### config.mk
export PLATFORM = sky130hd
export DESIGN_NAME = axi_lite_fpro_bridge
export DESIGN_NICKNAME = d
export VERILOG_FILES = /design/src/rtl/axi_lite_fpro_bridge.sv
export SDC_FILE = /design/constraint.sdc
export NUM_CORES = 1
export LEC_CHECK = 0
export CAP_MARGIN = 0
export CORE_UTILIZATION = 38
export DETAILED_ROUTE_END_ITERATION = 10
export HOLD_SLACK_MARGIN = 0.05
export PLACE_DENSITY = 0.8
export SYNTH_ARGS = -nofsm -noshare
export SYNTH_HDL_FRONTEND = slang
export SYNTH_SLANG_ARGS = --single-unit
### constraint.sdc
create_clock -name clk -period 3.5 [get_ports clk]
set_input_delay 0.525 -clock clk [delete_from_list [all_inputs] [get_ports clk]]
set_output_delay 0.525 -clock clk [all_outputs]
set_load 0.01 [all_outputs]
### src/rtl/axi_lite_fpro_bridge.sv
// axi_lite_fpro_bridge
//   Converts AXI4-Lite slave transactions into single-cycle FPro bus strobes
//   for the MMIO controller / video mux, and captures their combinational
//   read data. One transaction in flight at a time.
//
// Ports
//   clk, reset          : clock, asynchronous active-high reset
//   s_axi_aw*/w*/b*     : AXI4-Lite write address / data / response
//   s_axi_ar*/r*        : AXI4-Lite read address / data
//   fp_mmio_cs/video_cs : region selects (addr[23] picks video)
//   fp_wr, fp_rd        : one-cycle strobes
//   fp_addr             : word address, byte addr[22:2]
//   fp_wr_data          : write data
//   fp_rd_data          : combinational read data from the slots
//
// Optional build macro
//   FPRO_BRIDGE_ADDR_CHECK_EN : addresses outside BASE_ADDR's 2**REGION_BITS
//   window get no strobe and a DECERR response with zero read data.
module axi_lite_fpro_bridge #(
  parameter int                ADDR_W      = 32,
  parameter logic [ADDR_W-1:0] BASE_ADDR   = 32'hC000_0000,
  parameter int                REGION_BITS = 24
) (
  input  logic              clk,
  input  logic              reset,
  input  logic [ADDR_W-1:0] s_axi_awaddr,
  input  logic              s_axi_awvalid,
  output logic              s_axi_awready,
  input  logic [31:0]       s_axi_wdata,
  input  logic [3:0]        s_axi_wstrb,
  input  logic              s_axi_wvalid,
  output logic              s_axi_wready,
  output logic [1:0]        s_axi_bresp,
  output logic              s_axi_bvalid,
  input  logic              s_axi_bready,
  input  logic [ADDR_W-1:0] s_axi_araddr,
  input  logic              s_axi_arvalid,
  output logic              s_axi_arready,
  output logic [31:0]       s_axi_rdata,
  output logic [1:0]        s_axi_rresp,
  output logic              s_axi_rvalid,
  input  logic              s_axi_rready,
  output logic              fp_mmio_cs,
  output logic              fp_video_cs,
  output logic              fp_wr,
  output logic              fp_rd,
  output logic [20:0]       fp_addr,
  output logic [31:0]       fp_wr_data,
  input  logic [31:0]       fp_rd_data
);

  typedef enum logic [2:0] {IDLE, WRITE, READ, WRESP, RRESP} state_t;

  localparam logic [1:0] RESP_OKAY   = 2'b00;
  localparam logic [1:0] RESP_SLVERR = 2'b10;
  localparam logic [1:0] RESP_DECERR = 2'b11;

  state_t            state_q, state_d;
  logic [ADDR_W-1:0] addr_q, addr_d;
  logic [31:0]       wdata_q, wdata_d;
  logic [3:0]        wstrb_q, wstrb_d;
  logic [1:0]        bresp_q, bresp_d;
  logic [1:0]        rresp_q, rresp_d;
  logic [31:0]       rdata_q, rdata_d;
  logic              region_ok;
  logic              wr_req;
  logic              wr_ok;

`ifdef FPRO_BRIDGE_ADDR_CHECK_EN
  assign region_ok = ((addr_q ^ BASE_ADDR) >> REGION_BITS) == '0;
`else
  assign region_ok = 1'b1;
`endif

  // Bits that only matter in some builds (byte offset, upper address bits).
  logic unused_ok;
  assign unused_ok = ^{addr_q[1:0], addr_q[ADDR_W-1:24], BASE_ADDR, REGION_BITS != 0};

  // AW and W are only ever taken together.
  assign wr_req = s_axi_awvalid && s_axi_wvalid;
  // Partial writes are refused rather than read-modify-written: the slots
  // have no byte enables.
  assign wr_ok  = region_ok && (wstrb_q == 4'hF);

  always_ff @(posedge clk or posedge reset) begin
    if (reset) begin
      state_q <= IDLE;
      addr_q  <= '0;
      wdata_q <= '0;
      wstrb_q <= '0;
      bresp_q <= '0;
      rresp_q <= '0;
      rdata_q <= '0;
    end else begin
      state_q <= state_d;
      addr_q  <= addr_d;
      wdata_q <= wdata_d;
      wstrb_q <= wstrb_d;
      bresp_q <= bresp_d;
      rresp_q <= rresp_d;
      rdata_q <= rdata_d;
    end
  end

  always_comb begin
    state_d       = state_q;
    addr_d        = addr_q;
    wdata_d       = wdata_q;
    wstrb_d       = wstrb_q;
    bresp_d       = bresp_q;
    rresp_d       = rresp_q;
    rdata_d       = rdata_q;
    s_axi_awready = 1'b0;
    s_axi_wready  = 1'b0;
    s_axi_arready = 1'b0;
    fp_wr         = 1'b0;
    fp_rd         = 1'b0;
    fp_mmio_cs    = 1'b0;
    fp_video_cs   = 1'b0;
    case (state_q)
      IDLE: begin
        s_axi_awready = wr_req;
        s_axi_wready  = wr_req;
        // Write has priority; a concurrent read waits in IDLE.
        s_axi_arready = s_axi_arvalid && !wr_req;
        if (wr_req) begin
          addr_d  = s_axi_awaddr;
          wdata_d = s_axi_wdata;
          wstrb_d = s_axi_wstrb;
          state_d = WRITE;
        end else if (s_axi_arvalid) begin
          addr_d  = s_axi_araddr;
          state_d = READ;
        end
      end
      WRITE: begin
        if (wr_ok) begin
          fp_wr       = 1'b1;
          fp_video_cs = addr_q[23];
          fp_mmio_cs  = !addr_q[23];
        end
        if (!region_ok)              bresp_d = RESP_DECERR;
        else if (wstrb_q != 4'hF)    bresp_d = RESP_SLVERR;
        else                         bresp_d = RESP_OKAY;
        state_d = WRESP;
      end
      READ: begin
        if (region_ok) begin
          fp_rd       = 1'b1;
          fp_video_cs = addr_q[23];
          fp_mmio_cs  = !addr_q[23];
        end
        // Slot data is only valid while the strobe is up, so sample now.
        rdata_d = region_ok ? fp_rd_data : 32'h0;
        rresp_d = region_ok ? RESP_OKAY : RESP_DECERR;
        state_d = RRESP;
      end
      WRESP: if (s_axi_bready) state_d = IDLE;
      RRESP: if (s_axi_rready) state_d = IDLE;
      default: state_d = IDLE;
    endcase
  end

  assign s_axi_bvalid = (state_q == WRESP);
  assign s_axi_rvalid = (state_q == RRESP);
  assign s_axi_bresp  = bresp_q;
  assign s_axi_rresp  = rresp_q;
  assign s_axi_rdata  = rdata_q;
  assign fp_addr      = addr_q[22:2];
  assign fp_wr_data   = wdata_q;

endmodule

==> load_flow_metrics.sql <==
INSERT INTO impl_metrics (metric_group, metric, value, unit) VALUES
('status', 'run_status', 'finished clean', ''),
('global_routing', 'grt_overflow', '0', ''),
('synthesis', 'synth.distinct_cells', '27', ''),
('critical_path', 'worstPathMaxFanout', '11', ''),
('place', 'numPortBuffers', '213', ''),
('place', 'placedInstanceArea', '6201', 'um^2'),
('global_routing', 'grt_max_degree', '47', ''),
('global_routing', 'global_routing_usage_summed_across_all_routing_layers', '17.25', '%'),
('floorplanning', 'dieHeight', '106.5', 'um'),
('power_and_ir_drop', 'irDropWorstVdd', '0.0004429', 'V'),
('sta', 'timing.max_slew.rel_slack', '45.62', '%'),
('synthesis', 'synth_top_cell_by_area', 'sky130_fd_sc_hd__dfrtp_1', ''),
('synthesis', 'synth.top_cells.by_area', 'sky130_fd_sc_hd__dfrtp_1, sky130_fd_sc_hd__mux2_2, sky130_fd_sc_hd__buf_4, sky130_fd_sc_hd__mux2_4, sky130_fd_sc_hd__buf_6', ''),
('sta', 'clock.fmax', '404.9', 'MHz'),
('flow_run', 'timing.max_cap.violations', '0', ''),
('sta', 'final_min_period_over_clock_period', '70.56', '%'),
('synthesis', 'post_synth_xor_area_fraction', '0', '%'),
('final_layout', 'final_nets', '606', ''),
('final_layout', 'layout.cells.most_common_list', 'sky130_fd_sc_hd__clkdlybuf4s50_1, sky130_fd_sc_hd__mux2_2, sky130_fd_sc_hd__dfrtp_1, sky130_fd_sc_hd__clkbuf_8, sky130_fd_sc_hd__mux2_4', ''),
('floorplanning', 'fp.dieW', '106.5', 'um'),
('clock_network', 'clockRootBuffer', 'sky130_fd_sc_hd__clkbuf_8', ''),
('synthesis', 'synth-simple-area-share', '3.104', '%'),
('clock_network', 'clk_path_buf_depth', '2', ''),
('place', 'detailed_place_hpwl', '7388', 'um'),
('power_and_ir_drop', 'combinationalPowerShare', '48.6', '%'),
('clock_network', 'cts_buffers', '9', ''),
('global_routing', 'grt_first_pass_wirelength', '14870', 'um'),
('sta', 'hold-worst-slack', '0.5035', 'ns'),
('power_and_ir_drop', 'power.share.switching', '29.79', '%'),
('power_and_ir_drop', 'net-switching-power', '1560', 'uW'),
('power_and_ir_drop', 'power.density_cell_area', '817.7', 'nW/um^2'),
('clock_network', 'htreeDepth', '3', ''),
('floorplanning', 'initial_core_util', '39.68', '%'),
('floorplanning', 'placement_rows', '37', ''),
('final_layout', 'areaGrowthSynthToFinish', '54.22', '%'),
('power_and_ir_drop', 'power_frac_clock', '14.0', '%'),
('sta', 'setup_viol_count_final', '0', ''),
('global_routing', 'grt_pass1_vias', '3069', ''),
('critical_path', 'timing.critical_path.arrival', '1.94', 'ns'),
('synthesis', 'synth_mux_area_share', '31.28', '%'),
('clock_network', 'cts.repair_timing.setup_buffer_count', '0', ''),
('min_path', 'min-delay-path-class', 'reg2reg', ''),
('floorplanning', 'die_area', '11350', 'um^2'),
('drt', 'dr.pass1.iters', '3', ''),
('final_layout', 'final_common_cell', 'sky130_fd_sc_hd__clkdlybuf4s50_1', ''),
('synthesis', 'synth_cells', '273', ''),
('critical_path', 'worst_ep_required_time', '2.97', 'ns'),
('synthesis', 'synth_adder_area_share', '0', '%'),
('sta', 'period_needed', '2.470', 'ns'),
('sta', 'finalMaxSlewViolations', '0', ''),
('clock_network', 'worstSkewPairLatency', '0.35', 'ns'),
('synthesis', 'synthesis.yosys.warnings', '0', ''),
('final_layout', 'layout-drive-gt1-share', '28.60', '%'),
('final_layout', 'antenna_cells_inserted', '0', ''),
('sta', 'setup_tns_final', '0', 'ns'),
('synthesis', 'synth-compound-area-share', '1.206', '%'),
('floorplanning', 'core-area', '10460', 'um^2'),
('synthesis', 'ys_ff_latch', '94', ''),
('drt', 'drcViolationCount', '0', ''),
('drt', 'initialDrtViolationCount', '80', ''),
('clock_network', 'cts_tree', 'done', ''),
('drt', 'post_drt_wl_per_cell', '15.95', 'um'),
('sta', 'hold_violations', '0', ''),
('clock_network', 'clkTransAtPathRegs', '0.08', 'ns'),
('synthesis', 'synth.yosys.seq_area_share', '56.66', '%'),
('sta', 'worst-slew-pin-transition', '0.8157', 'ns'),
('sta', 'worst_clock_skew', '0.009120', 'ns'),
('clock_network', 'cts_hold_buf', '0', ''),
('drt', 'ant_nets', '0', ''),
('power_and_ir_drop', 'portion_of_total_power_attributed_to_sequential_cells', '37.4', '%'),
('clock_network', 'cts_resized', '0', '');
==> synthesized netlist by cell type <==
cell	n
sky130_fd_sc_hd__mux2_4	10
sky130_fd_sc_hd__and3_1	2
sky130_fd_sc_hd__a21o_1	1
sky130_fd_sc_hd__buf_6	7
sky130_fd_sc_hd__and2b_1	1
sky130_fd_sc_hd__nand2_1	1
sky130_fd_sc_hd__mux2_2	102
sky130_fd_sc_hd__and4_1	1
sky130_fd_sc_hd__inv_1	3
sky130_fd_sc_hd__buf_4	29
sky130_fd_sc_hd__conb_1	1
sky130_fd_sc_hd__o21bai_1	1
sky130_fd_sc_hd__a211oi_1	1
sky130_fd_sc_hd__buf_2	2
sky130_fd_sc_hd__nand2_2	1
sky130_fd_sc_hd__nor3_4	1
sky130_fd_sc_hd__nor3_1	1
sky130_fd_sc_hd__dfrtp_1	94
sky130_fd_sc_hd__nor2b_1	1
sky130_fd_sc_hd__and2_1	1
sky130_fd_sc_hd__nor2_1	2
sky130_fd_sc_hd__nor3b_1	2
sky130_fd_sc_hd__a21oi_1	4
sky130_fd_sc_hd__and3b_1	1
sky130_fd_sc_hd__nand2b_1	1
sky130_fd_sc_hd__nor3b_4	1
sky130_fd_sc_hd__o21a_1	1
==> worst max-delay path, cell delays in order (launching register included) <==
cell and delay [ns]:
sky130_fd_sc_hd__dfrtp_1 0.59, sky130_fd_sc_hd__and2b_1 0.18, sky130_fd_sc_hd__a21oi_1 0.07, sky130_fd_sc_hd__nor3b_1 0.18
sky130_fd_sc_hd__clkdlybuf4s50_1 0.57
==> power groups by stage <==
stage / Clock [uW] / Combinational, uW / Sequential (uW)
CTS: 759 / 2580 / 1970
finish: 732 / 2540 / 1960
global route: 794 / 2710 / 2030
detailed placement: 0 / 2570 / 1980
floorplan: 0 / 1260 / 2090
global placement: 0 / 2520 / 1950
==> registers in the layout, summed over array words and instances (netlist names) <==
| name | flops |
|---|---|
| state_q | 3 |
| s_axi_bresp | 1 |
| fp_wr_data | 32 |
| wstrb_q | 4 |
| s_axi_rdata | 32 |
| addr_q | 22 |
==> final timing paths <==
kind	slack (ns)	to	from	cells after the start
min in group asynchronous	0.64	addr_q[20]	reset	2
worst max register to register	1.69	s_axi_rdata[20]	state_q[1]	3
worst max-delay path	1.03	fp_video_cs	state_q[0]	4
worst min register to register	0.50	wstrb_q[0]	wstrb_q[0]	1
worst min-delay path	0.50	wstrb_q[0]	wstrb_q[0]	1
max in group asynchronous	1.99	s_axi_rdata[3]	reset	3
==> routing by layer <==
metal / GRT usage, % / share of wire [%] / vias to the layer above
met4: 8.023 / 1.7 / 0
met1: 18.39 / 38 / 1377
met2: 29.59 / 49 / 137
li1: - / - / 1310
met5: 0 / 0 / -
met3: 7.174 / 11 / 15
==> per-stage QoR <==
step                instances  setup WS [ns]  power [uW]  utilization, %
floorplan                 275         0.5263        3355               -
global placement          592          1.069        4469           59.27
detailed placement        592          1.071        4556           59.27
CTS                       608         0.9932        5309           61.19
global route              608         0.9066        5529           61.19
finish                    608          1.030        5236           61.19
==> layout make-up <==
type / instances / area, um^2
Clock buffer: 14 / 162.7
Clock inverter: 2 / 38.79
Fill cell: 843 / 4060
Inverter: 3 / 12.51
Multi-Input combinational cell: 140 / 1489
Sequential cell: 94 / 2352
Tap cell: 136 / 170.2
Timing Repair Buffer: 219 / 2177
==> cells by family (layout without fill, tap and decap cells) <==
logic type,Yosys count,after routing
other cells,1,3
flops,94,94
mux,112,112
buf+inv,41,238
simple gates,17,17
compound gates,8,8
(Power assumes the default switching activity.)
